`src/rtl/hack_loader_pkg.sv`:
```
// Shared types and constants for the Hack instruction-memory boot loader.
// Optional build macro: HACK_LOADER_CHECKSUM_EN adds the CHECK state to the state enum.
package hack_loader_pkg;

  localparam int               IMEM_WORDS = 32768;
  localparam int               WORD_W     = 16;
  localparam int               CHECKSUM_W = 8;
  localparam logic [15:0]      LEN_MIN    = 16'd0;
  localparam logic [15:0]      LEN_MAX    = 16'(IMEM_WORDS);

  // Encodings are fixed so both builds share the same values for common states.
  typedef enum logic [2:0] {
    ST_LEN_HI  = 3'd0,
    ST_LEN_LO  = 3'd1,
    ST_DATA_HI = 3'd2,
    ST_DATA_LO = 3'd3,
    ST_WRITE   = 3'd4,
`ifdef HACK_LOADER_CHECKSUM_EN
    ST_CHECK   = 3'd5,
`endif
    ST_RUN     = 3'd6,
    ST_ERROR   = 3'd7
  } state_t;

  // A length that cannot fit in instruction memory.
  function automatic logic len_too_long(input logic [15:0] n);
    return n > LEN_MAX;
  endfunction

endpackage

```
`src/rtl/hack_word_assembler.sv`:
```
// Pairs hi/lo image bytes into 16-bit instruction words.
// word_valid pulses for one cycle after the lo byte is taken.
module hack_word_assembler
  import hack_loader_pkg::*;
(
  input  logic              clock,
  input  logic              reset,
  input  logic [7:0]        byte_data,
  input  logic              byte_take,
  input  logic              phase_lo,
  output logic [WORD_W-1:0] word,
  output logic              word_valid
);

  logic [7:0]        r_hi;
  logic [WORD_W-1:0] r_word;
  logic              r_valid;

  // Latch the hi byte, then form the word when the lo byte arrives.
  always_ff @(posedge clock) begin
    if (reset) begin
      r_hi    <= 8'd0;
      r_word  <= '0;
      r_valid <= 1'b0;
    end else begin
      r_valid <= byte_take & phase_lo;
      if (byte_take && !phase_lo) r_hi   <= byte_data;
      if (byte_take && phase_lo)  r_word <= {r_hi, byte_data};
    end
  end

  assign word       = r_word;
  assign word_valid = r_valid;

endmodule

```
`src/rtl/hack_imem_loader.sv`:
```
// Boot loader for the Hack CPU instruction memory: receives a length-prefixed
// big-endian image, writes it word by word, then releases the CPU.
// Optional build macro: HACK_LOADER_CHECKSUM_EN (trailing mod-256 checksum byte).
//
// state    | meaning
// ---------+--------------------------------------------------------
// LEN_HI   | waiting for word-count hi byte
// LEN_LO   | waiting for word-count lo byte; validates the count
// DATA_HI  | waiting for hi byte of next word
// DATA_LO  | waiting for lo byte of next word
// WRITE    | one-cycle imem write of the assembled word
// CHECK    | waiting for checksum byte (checksum builds only)
// RUN      | CPU running, imem address follows cpu_pc
// ERROR    | bad length or checksum; CPU held until load_req
module hack_imem_loader
  import hack_loader_pkg::*;
#(
  parameter bit BOOT_ON_RESET = 1'b1,
  parameter int ADDR_W        = 15
) (
  input  logic              clock,
  input  logic              reset,
  input  logic [7:0]        rx_data,
  input  logic              rx_valid,
  output logic              rx_ready,
  input  logic              load_req,
  input  logic [ADDR_W-1:0] cpu_pc,
  output logic [ADDR_W-1:0] imem_addr,
  output logic              imem_we,
  output logic [15:0]       imem_wdata,
  output logic              cpu_reset,
  output logic              load_done,
  output logic              load_error
);

`ifdef HACK_LOADER_CHECKSUM_EN
  localparam state_t ST_AFTER_DATA = ST_CHECK;
`else
  localparam state_t ST_AFTER_DATA = ST_RUN;
`endif

  state_t            r_state;
  state_t            w_next;
  logic              r_active;
  logic [7:0]        r_len_hi;
  logic [ADDR_W-1:0] r_idx;
  logic [15:0]       r_remaining;
  logic              r_done;
  logic              w_ready;
  logic              w_check;
  logic              w_take;
  logic [15:0]       w_len;
  logic [15:0]       w_word;
  logic              w_word_valid;
  logic              w_run;
`ifdef HACK_LOADER_CHECKSUM_EN
  logic [CHECKSUM_W-1:0] r_sum;
  assign w_check = (r_state == ST_CHECK);
`else
  assign w_check = 1'b0;
`endif

  assign w_ready = (r_state == ST_LEN_HI) || (r_state == ST_LEN_LO) ||
                   (r_state == ST_DATA_HI) || (r_state == ST_DATA_LO) || w_check;
  // r_active keeps every output at its reset value while reset is held,
  // even though r_state already shows the post-reset state.
  assign rx_ready = r_active & w_ready;
  assign w_take   = rx_valid & rx_ready;
  assign w_len    = {r_len_hi, rx_data};
  assign w_run    = r_active && (r_state == ST_RUN);

  hack_word_assembler u_asm (
    .clock      (clock),
    .reset      (reset),
    .byte_data  (rx_data),
    .byte_take  (w_take),
    .phase_lo   (r_state == ST_DATA_LO),
    .word       (w_word),
    .word_valid (w_word_valid)
  );

  // State register plus word index, remaining count, done flag and checksum.
  always_ff @(posedge clock) begin
    if (reset) begin
      r_state     <= BOOT_ON_RESET ? ST_LEN_HI : ST_RUN;
      r_active    <= 1'b0;
      r_len_hi    <= 8'd0;
      r_idx       <= '0;
      r_remaining <= 16'd0;
      r_done      <= 1'b0;
`ifdef HACK_LOADER_CHECKSUM_EN
      r_sum       <= '0;
`endif
    end else begin
      r_active <= 1'b1;
      r_state  <= w_next;
      if (r_state == ST_LEN_HI && w_take) r_len_hi <= rx_data;
      if (r_state == ST_LEN_LO && w_take) begin
        r_idx       <= '0;
        r_remaining <= w_len;
      end
      if (r_state == ST_WRITE) begin
        r_idx       <= r_idx + ADDR_W'(1);
        r_remaining <= r_remaining - 16'd1;
      end
      if (w_next == ST_RUN && r_state != ST_RUN) r_done <= 1'b1;
      else if (w_next != ST_RUN)                 r_done <= 1'b0;
`ifdef HACK_LOADER_CHECKSUM_EN
      if (r_state == ST_LEN_LO && w_take) r_sum <= '0;
      else if ((r_state == ST_DATA_HI || r_state == ST_DATA_LO) && w_take)
        r_sum <= r_sum + rx_data;
`endif
    end
  end

  // Next-state decode.
  always_comb begin
    w_next = r_state;
    case (r_state)
      ST_LEN_HI:  if (w_take) w_next = ST_LEN_LO;
      ST_LEN_LO: begin
        if (w_take) begin
          if (w_len == LEN_MIN)        w_next = ST_AFTER_DATA;
          else if (len_too_long(w_len)) w_next = ST_ERROR;
          else                          w_next = ST_DATA_HI;
        end
      end
      ST_DATA_HI: if (w_take) w_next = ST_DATA_LO;
      ST_DATA_LO: if (w_take) w_next = ST_WRITE;
      ST_WRITE:   w_next = (r_remaining == 16'd1) ? ST_AFTER_DATA : ST_DATA_HI;
`ifdef HACK_LOADER_CHECKSUM_EN
      ST_CHECK:   if (w_take) w_next = (rx_data == r_sum) ? ST_RUN : ST_ERROR;
`endif
      ST_RUN, ST_ERROR: if (load_req) w_next = ST_LEN_HI;
      default:    w_next = ST_LEN_HI;
    endcase
  end

  assign imem_we    = w_word_valid && (r_state == ST_WRITE);
  assign imem_wdata = w_word;
  assign imem_addr  = w_run ? cpu_pc : r_idx;
  assign cpu_reset  = !w_run;
  assign load_done  = r_done;
  assign load_error = (r_state == ST_ERROR);

endmodule

```
`config.mk`:
```
export PLATFORM = sky130hd
export DESIGN_NAME = hack_imem_loader
export DESIGN_NICKNAME = d
export VERILOG_FILES = /design/src/rtl/hack_loader_pkg.sv /design/src/rtl/hack_word_assembler.sv /design/src/rtl/hack_imem_loader.sv
export SDC_FILE = /design/constraint.sdc
export NUM_CORES = 1
export LEC_CHECK = 0
export BUFFER_PORTS_ARGS = -buffer_cell sky130_fd_sc_hd__buf_2
export CAP_MARGIN = 5
export CORE_AREA = 8 8 111 123
export CTS_BUF_LIST = sky130_fd_sc_hd__clkbuf_4
export DETAILED_ROUTE_END_ITERATION = 16
export DIE_AREA = 0 0 119 131
export GPL_TIMING_DRIVEN = 0
export PLACE_DENSITY = 0.55
export SYNTH_ARGS = -nofsm -noshare
export SYNTH_HDL_FRONTEND = slang
export SYNTH_SLANG_ARGS = --single-unit
```
`constraint.sdc`:
```
create_clock -name clock -period 1.87 [get_ports clock]
set_input_delay 0.374 -clock clock [delete_from_list [all_inputs] [get_ports clock]]
set_output_delay 0.374 -clock clock [all_outputs]
set_load 0.05 [all_outputs]
```
# Word level (Yosys, flattened, before mapping)
# Cells that the tools add are included.
op_classes:
  addsub: 2
  magnitude_cmp: 1
  eq_ne: 10
  n_mux: 17
  bitwise_logic: 3
  n_reduce_logical: 17
op_table:
  columns: ["operator", "count"]
  rows:
  - ["15-bit two-way mux", 3]
  - ["16-bit two-way mux", 2]
  - ["3-bit two-way mux", 8]
  - ["3-bit case mux with 6 select lines", 1]
  - ["16-bit by 1-bit equality test with 1-bit output (second input constant)", 1]
  - ["16-bit > comparator (second input constant)", 1]
  - ["16-bit logical NOT", 1]
  - ["16-bit by 1-bit subtractor with 16-bit output (second input constant)", 1]
  - ["15-bit by 1-bit adder with 15-bit output (second input constant)", 1]
  - ["3-bit equality test (second input constant)", 4]
  - ["1-bit logical AND", 7]
  - ["3-bit by 2-bit equality test with 1-bit output (second input constant)", 2]
  - ["3-bit != test (second input constant)", 2]
  - ["2-bit nonzero test", 2]
  - ["1-bit bitwise AND", 3]
  - ["3-bit by 1-bit equality test with 1-bit output (second input constant)", 1]
  - ["3-bit logical NOT", 1]
  - ["1-bit logical OR", 3]
  - ["1-bit two-way mux", 3]
  - ["1-bit logical NOT", 2]
  - ["2-bit OR reduction", 1]
totals:
  regBits: 69
  in_bits: 27
  output_inout_bits: 36
  elab_cells: 59

# Logic depth before layout (Yosys ltp)
# Gate-level depths: netlist of the first run.
logic_depth:
  ltp_word: 11
  ltp_mapped: 6

# Modules after synthesis
# Synthesis of the first run repeated with hierarchy kept, for this count alone.
unflattened:
  cells_unflattened: 374
  hier_area_um2: 3427.0
modules_own_cells:
  columns: ["mod", "instances", "cells_each", "area_each_um2"]
  rows:
  - ["hack_imem_loader", 1, 284, 2431.1]
  - ["hack_word_assembler", 1, 90, 996.0]

# Worst setup path before layout of the first run
# No wires, ideal clock.
synth_path:
  kind: "register to output"
  start: "reg r_state[0]"
  end: "out imem_addr[10]"
  arrival_time_ns: 1.693
  required_ns: 1.496
  path_slack_ns: -0.197
  stages_incl_launch_ff: 5
  path_buffers: 2
  path_cell_list: "dfxtp_1 > buf_2 > nand4b_1 > buf_2 > mux2_2"
synth_via:
  elab_chain_cells: 3
synth_lines:
  columns: ["item", "line_no", "source"]
  rows:
  - ["from (decl)", "hack_imem_loader.sv:42", "state_t r_state;"]
  - ["from (signal assigned)", "hack_imem_loader.sv:85", "r_state <= BOOT_ON_RESET ? ST_LEN_HI : ST_RUN;"]
  - ["from (signal assigned)", "hack_imem_loader.sv:96", "r_state <= w_next;"]
  - ["3-bit equality test", "hack_imem_loader.sv:70", "assign w_run = r_active && (r_state == ST_RUN);"]
  - ["1-bit logical AND", "hack_imem_loader.sv:70", null]
  - ["15-bit two-way mux", "hack_imem_loader.sv:141", "assign imem_addr = w_run ? cpu_pc : r_idx;"]
  - ["to (decl)", "hack_imem_loader.sv:28", "output logic [ADDR_W-1:0] imem_addr,"]
# Every way passes these cells.

# Worst setup path in the final report of the first run
layout_path:
  start: "reg r_state[0]"
  end: "out imem_addr[1]"
# The elaborated chain is that of the path after synthesis.

==> results of run 1 <==
[stage by stage]
step                      total power [W]  utilization [%]
after floorplan                   0.00170                -
after global placement            0.00179             33.3
after detailed placement          0.00179             33.3
after CTS                         0.00304             37.3
after global routing              0.00316             38.6
final                             0.00303             38.6
[kinds of logic (layout without fill, tap and decap cells)]
family	Yosys count	count (layout)
fa+ha+maj	3	3
flops	69	69
compound gates	109	109
buf+inv	33	128
mux	24	24
simple gates	165	165
[synthesized netlist by cell type, types with 4 or more instances]
cell type | count | area [um2]
nand2_1 | 56 | 210
and3_1 | 8 | 50.1
a31oi_1 | 10 | 62.6
o21ai_0 | 12 | 60.1
clkbuf_1 | 17 | 63.8
inv_1 | 5 | 18.8
a21o_1 | 4 | 30.0
nand4_1 | 7 | 43.8
nor4_1 | 4 | 25.0
a311oi_1 | 4 | 35.0
buf_2 | 11 | 55.1
a22oi_1 | 4 | 30.0
or3_1 | 5 | 31.3
mux2_2 | 16 | 180
mux2i_1 | 8 | 80.1
nand3_1 | 22 | 110
nor2_1 | 25 | 93.8
nor3_1 | 6 | 30.0
o211ai_1 | 5 | 37.5
a21oi_1 | 43 | 215
dfxtp_1 | 69 | 1380
nand4b_1 | 4 | 35.0
[worst register-to-register path: cells and delay by family, from the launching register on]
kind / cells / cell delay [ns]
flops: 1 / 0.36
compound gates: 2 / 0.30
simple gates: 2 / 0.81
buf+inv: 2 / 0.33
[flip-flops by register name (all words and copies together) (netlist names)]
| register | cells |
|---|---|
| r_remaining | 16 |
| u_asm.word | 16 |
| r_idx | 15 |
| r_len_hi | 8 |
| u_asm.r_hi | 8 |
| r_state | 3 |
| load_done | 1 |
| r_active | 1 |
| u_asm.word_valid | 1 |
[report_power, final]
| part | leakage, nW | switching, W | internal (W) | total (W) |
|---|---|---|---|---|
| clock | 0.0997 | 0.000552 | 0.000672 | 0.00122 |
| sequential | 0.561 | 0.0000239 | 0.00149 | 0.00152 |
| combinational | 1.16 | 0.000168 | 0.000117 | 0.000284 |
[area by class of cell]
cell class / count / area, um2
inverter: 5 / 18.8
multi-input combinational: 301 / 1970
timing repair buffer: 80 / 592
tap: 154 / 193
clock buffer: 9 / 67.6
sequential: 69 / 1390
buffer: 27 / 176
fill: 1196 / 7200
clock inverter: 7 / 114
[metal layers]
metal  share of wire [%]  global-route usage [%]  up-vias
met5                   0                       0        -
met4                 1.4                    6.18        0
met3                 4.9                    3.87       13
met2                  49                    24.3       82
met1                  45                    16.3     1618
li1                    -                       -     1666
[what timing repair did]
item | CTS | global route
endpoints found under the setup margin | 26 | 53
pin swaps | 3 | 5
resized for setup | 69 | 31
hold endpoints to repair | 0 | 0
gates cloned | 1 | 0
buffers inserted | 9 | 10
[final timing paths]
kind / start / to / depth (start not counted)
worst max-delay path: r_state[0] / imem_addr[1] / 6
worst min-delay path: reset / r_active / 2
worst max register to register: r_state[0] / r_remaining[3] / 6
worst min register to register: u_asm.word[2] / u_asm.word[2] / 2
==> run_results.csv, run 1 <==
group,metric,value,unit
finish,layout_commonest_cell,"dfxtp_1",
floorplan,die_y,131,um
route,drtIter0Drc,178,
critical_path,cp.arrival,1.78,ns
place,postPlaceCellArea,3910,um2
sta,tns,-3.78,ns
yosys,synth_seq_cells,69,
route,vias,3379,
yosys,synthMuxAreaShare,7.66,%
critical_path,crit_path_top_delay_cell,"dfxtp_4",
floorplan,io_pins,63,
sta,min_period_over_period,115,%
finish,nNetsFinal,523,
cts,htreeDepth,3,
yosys,yosys.area_share.adder,1.10,%
sta,fin_skew,0.0156,ns
place,gp_congestion,0.826,
critical_path,cp_max_fo,5,
grt,grt_max_degree,13,
finish,stdcell_count,652,
critical_path,critical_path_class,"reg2out",
run,max_cap_viol_count,0,
pwr,power_density,670,nW/um2
yosys,ys.flop_type,"dfxtp_1",
sta,rsz0062_at_grt,"yes",
yosys,synth_top_family_by_area,"simple AND/OR/NAND/NOR gates",
route,drt_first_pass_iters,4,
yosys,syn_area,3400,um2
sta,relSlewSlack,57.5,%
cts,cts_buffer_depth,2,
sta,post-route-min-period,2.16,ns
route,drc,0,
yosys,synth-edff-count,0,
place,port_buffers,62,
place,dp.cells,619,
route,wl_per_cell,16.5,um
yosys,ys_seq_area_share,40.6,%
yosys,synth-simple-area-share,25.8,%
sta,finalSetupViolCount,16,
sta,holdWs,0.225,ns
pwr,power.leakage,1.82,nW
grt,antenna_found_initial,0,
critical_path,path_cells,"buf_6 > nand4b_1 > buf_6 > buf_8 > mux2_4 > buf_8",
floorplan,initial_core_util,29.0,%
critical_path,crit_path_end_kind,"output pin",
critical_path,path_delay_family,"buffers and inverters",
outcome,status,"complete, but fails checks",
yosys,synth.distinct_cells,59,
cts,cts_root_buffer,"clkbuf_4",
pwr,ir_worst_vdd,0.000337,V
finish,postLayoutCellArea,4520,um2
hold_path,hp-class,"in2reg",
finish,area_delta_synth_final,33.0,%
yosys,synth.avg_cell_area,8.43,um2
grt,grt-ovfl-total,0,
finish,drive_gt1_share,31.5,%
sta,report.final.hold_viol_count,0,
place,dp_hpwl,7610,um
grt,grt_pass1_wl,17800,um
critical_path,ff2ff_setup_slack,0.02,ns
route,antenna_left,0,
critical_path,cp_num_buf_inv,4,
yosys,syn_nets,433,
critical_path,crit_required,1.50,ns
route,post_drt_via_cell_ratio,5.18,
yosys,synth_cells,403,
yosys,synth_xor_area_share,0,%
critical_path,start_kind,"flip-flop",
sta,drv_slew,0,
finish,final_cell_mix,"dfxtp_1 (65), nand2_1 (54), buf_2 (51), a21oi_1 (42)",
floorplan,die_w,119,um
critical_path,cpPeakStageDelay,0.36,ns
cts,clk_latency,0.41,ns
grt,grt_pass1_vias,3483,
floorplan,dieArea,15600,um2
place,dpl_worst_slack,-0.414,ns
finish,diodes,0,
floorplan,rows,42,
cts,cts_tree,"built",
yosys,synth-compound-area-share,20.8,%
sta,fmaxAchievable,464,MHz
sta,worstMarginPinSlew,0.638,ns
cts,numCtsBuffers,9,
yosys,synthArstFlopShare,0,%
cts,cts_sinks,69,
cts,clk_pin_slew,0.10,ns
yosys,yosysWarnings,0,
floorplan,core,11700,um2
outcome,failed_checks,"setup timing",
cts,cts_hold_buffers,0,
grt,track_usage,14.2,%
route,drt_wl_total,10700,um
sta,timing.final.ws_setup,-0.286,ns
Power figures use the tool's default switching activity.
==> run 2: changes to the inputs <==
CORE_AREA = 8 8 128 107   (was 8 8 111 123)
DIE_AREA = 0 0 136 115   (was 0 0 119 131)
==> run_results.csv, run 2 (synthesized netlist as in run 1, its figures left out) <==
group,metric,value,unit
run,max_cap_viol_count,0,
route,wl_per_cell,16.6,um
place,port_buffers,62,
grt,antenna_found_initial,1,
route,drc,0,
sta,worstMarginPinSlew,0.612,ns
grt,grt_max_degree,14,
route,antenna_left,0,
cts,htreeDepth,3,
sta,holdWs,0.200,ns
critical_path,startpoint,"r_state[0]",
route,drtIter0Drc,191,
finish,layout_commonest_cell,"dfxtp_1",
finish,nNetsFinal,522,
critical_path,critical_path_class,"reg2out",
critical_path,crit_path_end_kind,"output pin",
route,drt_first_pass_iters,4,
hold_path,hp-start,"reset",
grt,grt_pass1_wl,17500,um
sta,timing.final.ws_setup,-0.316,ns
finish,area_delta_synth_final,31.9,%
critical_path,crit_required,1.50,ns
floorplan,die_w,136,um
sta,fmaxAchievable,457,MHz
sta,min_period_over_period,117,%
sta,post-route-min-period,2.19,ns
cts,clk_pin_slew,0.12,ns
route,vias,3424,
sta,finalSetupViolCount,17,
floorplan,initial_core_util,29.0,%
floorplan,rows,36,
critical_path,cpMostUsedCell,"buf_6",
grt,grt-ovfl-total,0,
floorplan,die_y,115,um
critical_path,cpPeakStageDelay,0.37,ns
place,gp_congestion,0.849,
cts,cts_buffer_depth,2,
outcome,failed_checks,"setup timing",
pwr,power.leakage,1.78,nW
cts,cts_tree,"built",
cts,cts_sinks,69,
grt,track_usage,13.9,%
pwr,power_density,629,nW/um2
route,drt_wl_total,10800,um
critical_path,path_cells,"buf_6 > nand4b_1 > buf_6 > clkbuf_16 > mux2_2 > buf_8",
route,post_drt_via_cell_ratio,5.27,
sta,report.final.hold_viol_count,0,
place,dp_hpwl,7570,um
critical_path,cp_max_fo,5,
pwr,ir_worst_vdd,0.000296,V
sta,drv_slew,0,
outcome,status,"complete, but fails checks",
finish,drive_gt1_share,30.8,%
critical_path,start_kind,"flip-flop",
sta,relSlewSlack,59.2,%
grt,grt_pass1_vias,3361,
floorplan,dieArea,15600,um2
cts,cts_root_buffer,"clkbuf_4",
floorplan,core,11700,um2
critical_path,cp.arrival,1.81,ns
hold_path,hp-class,"in2reg",
critical_path,crit_path_top_delay_cell,"dfxtp_4",
critical_path,reg2reg_from,"r_remaining[4]",
sta,fin_skew,0.0294,ns
cts,numCtsBuffers,9,
floorplan,io_pins,63,
finish,final_cell_mix,"dfxtp_1 (65), nand2_1 (55), buf_2 (51), a21oi_1 (43), nor2_1 (22)",
cts,clk_latency,0.44,ns
sta,rsz0062_at_grt,"yes",
place,dpl_worst_slack,-0.266,ns
-- run 2: cell count changes in the layout (fill, tap and decap cells not counted), sizes merged --
| cell | delta |
|---|---|
| clkbuf | +2 |
| bufinv | -2 |
| diode | +1 |
| buf | -3 |
| inv | +1 |
| clkinvlp | +2 |
| clkinv | -1 |
-- run 2: layer usage --
layer	track usage [%]	part of all wire [%]	wire length [um]
met3	2.31	5.1	549
met4	5.04	1.5	160
met1	18.3	47	5100
met5	0	0	0
met2	22.2	46	5000
-- run 2: critical path: cells and delay by family (launching register included) --
family / cells / cell delay, ns
DFF: 1 / 0.37
muxes: 1 / 0.28
and+or+nand+nor: 1 / 0.17
buffers and inverters: 4 / 0.57
-- run 2: where the power goes --
part | switching [W] | internal [W]
clock | 0.000606 | 0.000411
sequential | 0.0000238 | 0.00150
combinational | 0.000169 | 0.000116
-- run 2: final cells by class --
type	instances	area [um2]
antenna	1	2.50
buffer	26	168
clock buffer	9	67.6
clock inverter	7	75.1
fill	1181	7230
inverter	5	18.8
multi-input combinational	301	1960
sequential	69	1390
tap	152	190
timing repair buffer	80	606
-- run 2: worst paths after layout --
check,cells after the start,slack [ns],endpoint
max reg2reg,5,0.05,r_state[2]
max,6,-0.32,imem_addr[11]
min,2,0.20,r_active
min reg2reg,2,0.46,u_asm.word[14]
-- run 2: through the flow --
stage / util [%] / cell area, um2 / instances / total power (W) / TNS, ns
5_1_grt: 38.3 / 4480 / 650 / 0.00292 / -5.52
6_report: 38.3 / 4480 / 650 / 0.00282 / -4.49
3_5_place_dp: 33.3 / 3910 / 617 / 0.00179 / -3.46
3_3_place_gp: 33.3 / 3910 / 617 / 0.00179 / -3.00
2_1_floorplan: - / 3400 / 403 / 0.00170 / -0.171
4_1_cts: 37.1 / 4350 / 643 / 0.00280 / -4.55
-- run 2: repair_timing --
| item | 4_1_cts | 5_1_grt |
|---|---|---|
| hold endpoints to repair | 0 | 0 |
| setup buffers | 11 | 7 |
| endpoints found under the setup margin | 29 | 53 |
| pin swaps | 3 | 3 |
| gates resized for setup | 70 | 21 |
| gates cloned | 0 | 1 |
| hold buffers | 0 | 0 |
